$ cat config.mk
export PLATFORM = sky130hd
export DESIGN_NAME = btn_charge
export DESIGN_NICKNAME = d
export VERILOG_FILES = /design/src/rtl/btn_charge.sv
export SDC_FILE = /design/constraint.sdc
export NUM_CORES = 1
export LEC_CHECK = 0
export ABC_AREA = 1
export CAP_MARGIN = 0
export CORE_MARGIN = 3
export CORE_UTILIZATION = 35
export DETAILED_ROUTE_END_ITERATION = 16
export PLACE_DENSITY = 0.56
export SLEW_MARGIN = 20
export SYNTH_ARGS = -nofsm -noshare
export SYNTH_HDL_FRONTEND = slang
export SYNTH_SLANG_ARGS = --single-unit
$ cat constraint.sdc
create_clock -name clk -period 1.7 [get_ports clk]
set_input_delay 0.51 -clock clk [delete_from_list [all_inputs] [get_ports clk]]
set_output_delay 0.51 -clock clk [all_outputs]
set_load 0.01 [all_outputs]
$ cat src/rtl/btn_charge.sv
// Button conditioner and charge meter for the jump FSM: synchronises and debounces btn, measures
// hold time as a charge level and offers it as jump_power over valid/ready on release.
// Optional build macro CHARGE_PINGPONG_EN makes charge ramp up and down instead of saturating.
module btn_charge #(
  parameter int DEB_CYCLES = 50000,
  parameter int CHARGE_W   = 8,
  parameter int CHARGE_MAX = 255,
  parameter int CHARGE_DIV = 250000
) (
  input  logic                clk,
  input  logic                rst_n,
  input  logic                btn,
  input  logic                jump_ready,
  output logic                jump_valid,
  output logic [CHARGE_W-1:0] jump_power,
  output logic [CHARGE_W-1:0] charge,
  output logic                charging
);

  localparam int DEB_W = (DEB_CYCLES > 1) ? $clog2(DEB_CYCLES) : 1;
  localparam int PRE_W = (CHARGE_DIV > 1) ? $clog2(CHARGE_DIV) : 1;
  localparam logic [DEB_W-1:0]    DEB_LAST = DEB_W'(DEB_CYCLES - 1);
  localparam logic [PRE_W-1:0]    PRE_LAST = PRE_W'(CHARGE_DIV - 1);
  localparam logic [CHARGE_W-1:0] C_MAX    = CHARGE_W'(CHARGE_MAX);
  localparam logic [CHARGE_W-1:0] C_ONE    = CHARGE_W'(1);

  typedef enum logic [1:0] {
    IDLE   = 2'd0,
    CHARGE = 2'd1,
    OFFER  = 2'd2
  } state_e;

  // Input conditioning state
  logic             s1_q, s1_d;
  logic             s2_q, s2_d;
  logic [1:0]       sync_vld_q, sync_vld_d;
  logic             armed_q, armed_d;
  logic             btn_db_q, btn_db_d;
  logic             btn_db_dly_q, btn_db_dly_d;
  logic [DEB_W-1:0] deb_cnt_q, deb_cnt_d;

  // Charge FSM state
  state_e              state_q, state_d;
  logic [PRE_W-1:0]    presc_q, presc_d;
  logic [CHARGE_W-1:0] charge_q, charge_d;
  logic                jump_valid_q, jump_valid_d;
  logic [CHARGE_W-1:0] jump_power_q, jump_power_d;
  logic                charging_q, charging_d;
`ifdef CHARGE_PINGPONG_EN
  logic                dir_down_q, dir_down_d;
  logic                dir_step;
`endif

  logic                rise;
  logic                fall;
  logic [PRE_W-1:0]    presc_step;
  logic [CHARGE_W-1:0] charge_step;

  // NOTE: every signal assigned in an always_comb gets a default first, so no path can infer a latch.
  always_comb begin
    s1_d         = btn;
    s2_d         = s1_q;
    sync_vld_d   = {sync_vld_q[0], 1'b1};
    btn_db_d     = btn_db_q;
    deb_cnt_d    = '0;
    btn_db_dly_d = btn_db_q;
    if (s2_q != btn_db_q) begin
      if (deb_cnt_q == DEB_LAST) begin
        btn_db_d = s2_q;
      end else begin
        deb_cnt_d = deb_cnt_q + DEB_W'(1);
      end
    end
    // A button held through reset must be seen released before any press counts.
    armed_d = armed_q | (sync_vld_q[1] & ~s2_q & ~btn_db_q);
  end

  assign rise = btn_db_q & ~btn_db_dly_q;
  assign fall = ~btn_db_q & btn_db_dly_q;

  // Value charge would take this cycle if still in CHARGE; a release on a wrap cycle sees it.
  always_comb begin
    presc_step  = presc_q + PRE_W'(1);
    charge_step = charge_q;
`ifdef CHARGE_PINGPONG_EN
    dir_step    = dir_down_q;
`endif
    if (presc_q == PRE_LAST) begin
      presc_step = '0;
`ifdef CHARGE_PINGPONG_EN
      if (!dir_down_q) begin
        if (charge_q >= C_MAX) begin
          dir_step    = 1'b1;
          charge_step = (CHARGE_MAX > 1) ? C_MAX - C_ONE : C_MAX;
        end else begin
          charge_step = charge_q + C_ONE;
        end
      end else begin
        if (charge_q <= C_ONE) begin
          dir_step    = 1'b0;
          charge_step = (CHARGE_MAX > 1) ? CHARGE_W'(2) : C_ONE;
        end else begin
          charge_step = charge_q - C_ONE;
        end
      end
`else
      if (charge_q < C_MAX) begin
        charge_step = charge_q + C_ONE;
      end
`endif
    end
  end

  always_comb begin
    state_d      = state_q;
    presc_d      = presc_q;
    charge_d     = charge_q;
    jump_valid_d = jump_valid_q;
    jump_power_d = jump_power_q;
`ifdef CHARGE_PINGPONG_EN
    dir_down_d   = dir_down_q;
`endif
    unique case (state_q)
      IDLE: begin
        charge_d = '0;
        if (rise && jump_ready && armed_q) begin
          state_d  = CHARGE;
          presc_d  = '0;
`ifdef CHARGE_PINGPONG_EN
          dir_down_d = 1'b0;
`endif
        end
      end
      CHARGE: begin
        presc_d  = presc_step;
        charge_d = charge_step;
`ifdef CHARGE_PINGPONG_EN
        dir_down_d = dir_step;
`endif
        if (fall) begin
          charge_d = '0;
          if (charge_step != '0) begin
            state_d      = OFFER;
            jump_power_d = charge_step;
            jump_valid_d = 1'b1;
          end else begin
            state_d = IDLE;
          end
        end
      end
      OFFER: begin
        jump_valid_d = 1'b1;
        if (jump_valid_q && jump_ready) begin
          state_d      = IDLE;
          jump_valid_d = 1'b0;
        end
      end
      default: begin
        state_d      = IDLE;
        charge_d     = '0;
        jump_valid_d = 1'b0;
      end
    endcase
    charging_d = (state_d == CHARGE);
  end

  // NOTE: sequential state uses non-blocking assignments only, so every flop samples pre-edge values.
  always_ff @(posedge clk or negedge rst_n) begin
    if (!rst_n) begin
      s1_q         <= 1'b0;
      s2_q         <= 1'b0;
      sync_vld_q   <= '0;
      armed_q      <= 1'b0;
      btn_db_q     <= 1'b0;
      btn_db_dly_q <= 1'b0;
      deb_cnt_q    <= '0;
      state_q      <= IDLE;
      presc_q      <= '0;
      charge_q     <= '0;
      jump_valid_q <= 1'b0;
      jump_power_q <= '0;
      charging_q   <= 1'b0;
`ifdef CHARGE_PINGPONG_EN
      dir_down_q   <= 1'b0;
`endif
    end else begin
      s1_q         <= s1_d;
      s2_q         <= s2_d;
      sync_vld_q   <= sync_vld_d;
      armed_q      <= armed_d;
      btn_db_q     <= btn_db_d;
      btn_db_dly_q <= btn_db_dly_d;
      deb_cnt_q    <= deb_cnt_d;
      state_q      <= state_d;
      presc_q      <= presc_d;
      charge_q     <= charge_d;
      jump_valid_q <= jump_valid_d;
      jump_power_q <= jump_power_d;
      charging_q   <= charging_d;
`ifdef CHARGE_PINGPONG_EN
      dir_down_q   <= dir_down_d;
`endif
    end
  end

  assign jump_valid = jump_valid_q;
  assign jump_power = jump_power_q;
  assign charge     = charge_q;
  assign charging   = charging_q;

endmodule

==> flow_summary.yaml <==
die:
  row_count: 35
  io_pins: 22
  die_h_um: 105
  dieArea_um2: 11100
  start_util: 0.366
  die_w_um: 105
  core-area_um2: 9420
synth:
  yosysTopAreaCell: "dfrtp_1"
  synth_top_family_by_area: "simple AND/OR/NAND/NOR gates"
  synth_nets: 448
  synth_xor_area_frac: 0.0178
  netlist_area_um2: 3450
  seq_area_frac_synth: 0.443
  ys_warn_count: 0
  synthAdderAreaFrac: 0.0254
  synth.top_cell.area_share: 0.443
  synthCells: 437
  ys_seq_elements: 61
  yosys-top-cells-area: "dfrtp_1 44%, nand2_1 10%, inv_1 6.1%"
  yosysMostFrequentCell: "nand2_1"
  synth_edf_count: 0
  async_reset_ff_frac: 1.00
  synth_common_cells: "92 x nand2_1, 61 x dfrtp_1, 56 x inv_1, 48 x nor2_1, 32 x nand3_1"
  syn_avg_cell_area_um2: 7.89
  synth-compound-area-share: 0.104
  synth.area.mux_share: 0.00290
  synth_cell_type_count: 38
  synthSimpleGateAreaFrac: 0.327
  synth_flop_cell: "dfrtp_1"
route:
  ant_nets: 0
  detail_route.first_pass.iterations: 4
  drtIter0Drc: 156
  post-route-drc-count: 0
  vias: 3380
  via_per_inst: 4.77
  totalWireLength_um: 9340
  wl_per_cell_um: 13.2
place:
  portBuffers: 21
  dpl.hpwl_um: 6060
  gp_congestion: 0.921
cts:
  cts.sinks: 61
  clk_pin_slew_ns: 0.08
  cts_tree: "built"
  cts_hold_buf: 0
  htree_levels: 3
  numCtsBuffers: 9
  root_buffer: "clkbuf_8"
  clockBufferDepth: 2
  clkLatencyLatePin_ns: 0.35
timing:
  min_period_ns: 1.87
  setup_viol: 13
  slew_headroom: 0.476
  worst_slew_pin_slew_ns: 0.783
  maxSlewViolCount: 0
  final_hold_viol_count: 0
  rsz0062_at_grt: "yes"
  holdWs_ns: 0.154
  fin_crit_sh: 1.10
  fmax_ghz: 0.536
  setup_ws_ns: -0.167
  skew_ns: 0.0160
run_status:
  violations: "setup timing"
  status: "complete, but fails checks"
setup_path:
  crit_arrival_ns: 2.16
  ff2ff_path_depth: 15
  reg2reg_slack_ns: -0.17
  worstSetupPathType: "reg2reg"
  cp_data_required_time_ns: 1.99
  r2r_start: "presc_q[0]"
  cp-startpoint: "presc_q[0]"
  critPathLaunchType: "flop"
  path_max_fanout: 5
  end_kind: "flop"
  rr_endpoint: "jump_valid"
finish:
  fin_util: 0.554
  layout.area.seq_um2: 1530
  area_delta_synth_final_pct: 51.4
  drive_gt1_frac: 0.459
  num_antenna_cells: 0
  nFillCells: 864
  multi_input_area_um2: 2100
  nets: 586
global_routing:
  grt_pass1_vias: 3357
  track_usage: 0.172
  grt_max_degree: 62
  gr-total-overflow: 0
  antenna_found_initial: 0
  grt_pass1_wl_um: 15600
pwr:
  p_leak_uw: 0.00246
  vdd_drop_max_mv: 0.505
  powerDensity_nw_per_um2: 523
min_path:
  holdCritPathClass: "in2async"
run:
  maxCapViolCount: 0
layout make-up:
class / instances / share of cell area
inverters: 64 / 0.0475
well taps: 129 / 0.0309
flip-flops and latches: 61 / 0.293
clock inverters: 7 / 0.00983
clock buffers: 9 / 0.0237
multi-input cells: 313 / 0.403
repair buffers: 126 / 0.192
per-stage QoR:
| stage | instance area, um2 | instances | setup WS (ns) | TNS, ns | total power (uW) |
|---|---|---|---|---|---|
| 2_1_floorplan | 3470 | 437 | -0.131 | -1.21 | 1510 |
| 3_3_place_gp | 4370 | 659 | -0.414 | -7.94 | 1560 |
| 3_5_place_dp | 4370 | 659 | -0.431 | -8.60 | 1560 |
| 4_1_cts | 4860 | 694 | -0.166 | -1.48 | 2750 |
| 5_1_grt | 5220 | 709 | -0.325 | -4.96 | 2830 |
| 6_report | 5220 | 709 | -0.167 | -1.70 | 2730 |
per-layer routing:
layer  vias to the layer above  part of all wire  GRT usage  wire [um]
met3                         9             0.033     0.0337        312
li1                       1710                 -          -          -
met1                      1613              0.43      0.218       4050
met5                         -                 0          0          0
met4                         0            0.0085     0.0478         79
met2                        48              0.52      0.299       4900
layout by cell type, fill, tap and decap left out, drive strengths merged, types with 2 or more instances in the layout:
master,n
o21ai,27
clkbuf,13
a21oi,18
dlygate4sd2,14
nor4,2
nand2,103
dfrtp,61
clkinv,4
xor2,5
inv,65
buf,106
or2,3
clkinvlp,2
nor2,64
ha,7
o22ai,9
a31oi,2
nand4,11
nor3b,4
xnor2,2
nor3,10
nand3,39
worst max path at each step:
| stage | depth (start not counted) | to | slack (ns) |
|---|---|---|---|
| detailed placement | 9 | presc_q[17] | -0.43 |
| finish | 15 | jump_valid | -0.17 |
| global route | 14 | jump_valid | -0.33 |
| CTS | 13 | jump_power[7] | -0.17 |
| floorplan | 13 | state_q[1] | -0.13 |
| global placement | 9 | presc_q[17] | -0.41 |
worst max-delay path, stage by stage, from the launching register on:
cell     delay (ns)
dfrtp_1        0.40
ha_4           0.19
inv_4          0.04
nor2_4         0.10
buf_6          0.12
nand3_4        0.07
nor2_4         0.11
nand3_2        0.08
nand2_2        0.08
nand2_2        0.06
nor2_4         0.15
nand2_4        0.12
buf_6          0.14
nand3_2        0.05
nand3_2        0.05
nand2_1        0.05
logic make-up after synthesis:
family / after synthesis
buffers and inverters: 67
other: 1
multiplexers: 1
AND/OR/NAND/NOR: 232
AO/OA/AOI/OAI: 61
adder cells (fa/ha/maj): 7
flip-flops: 61
XOR/XNOR: 7
power breakdown:
group | switching, uW | leakage (uW) | internal [uW]
Combinational | 48.5 | 0.00159 | 31.9
Sequential | 8.97 | 0.000785 | 1460
Clock | 647 | 0.0000856 | 533
flip-flops by register name, indices dropped and copies added, names as in the netlist, 2 cells and up:
name        cells
charge          8
deb_cnt_q      16
jump_power      8
presc_q        18
state_q         2
sync_vld_q      2
repair_timing:
action,in CTS,in global routing
pin swaps,30,39
hold endpoints to repair,0,0
setup endpoints to repair,53,52
buffers inserted,18,15
cloned,3,1
gates resized for setup,74,81
(Power assumes the default switching activity.)
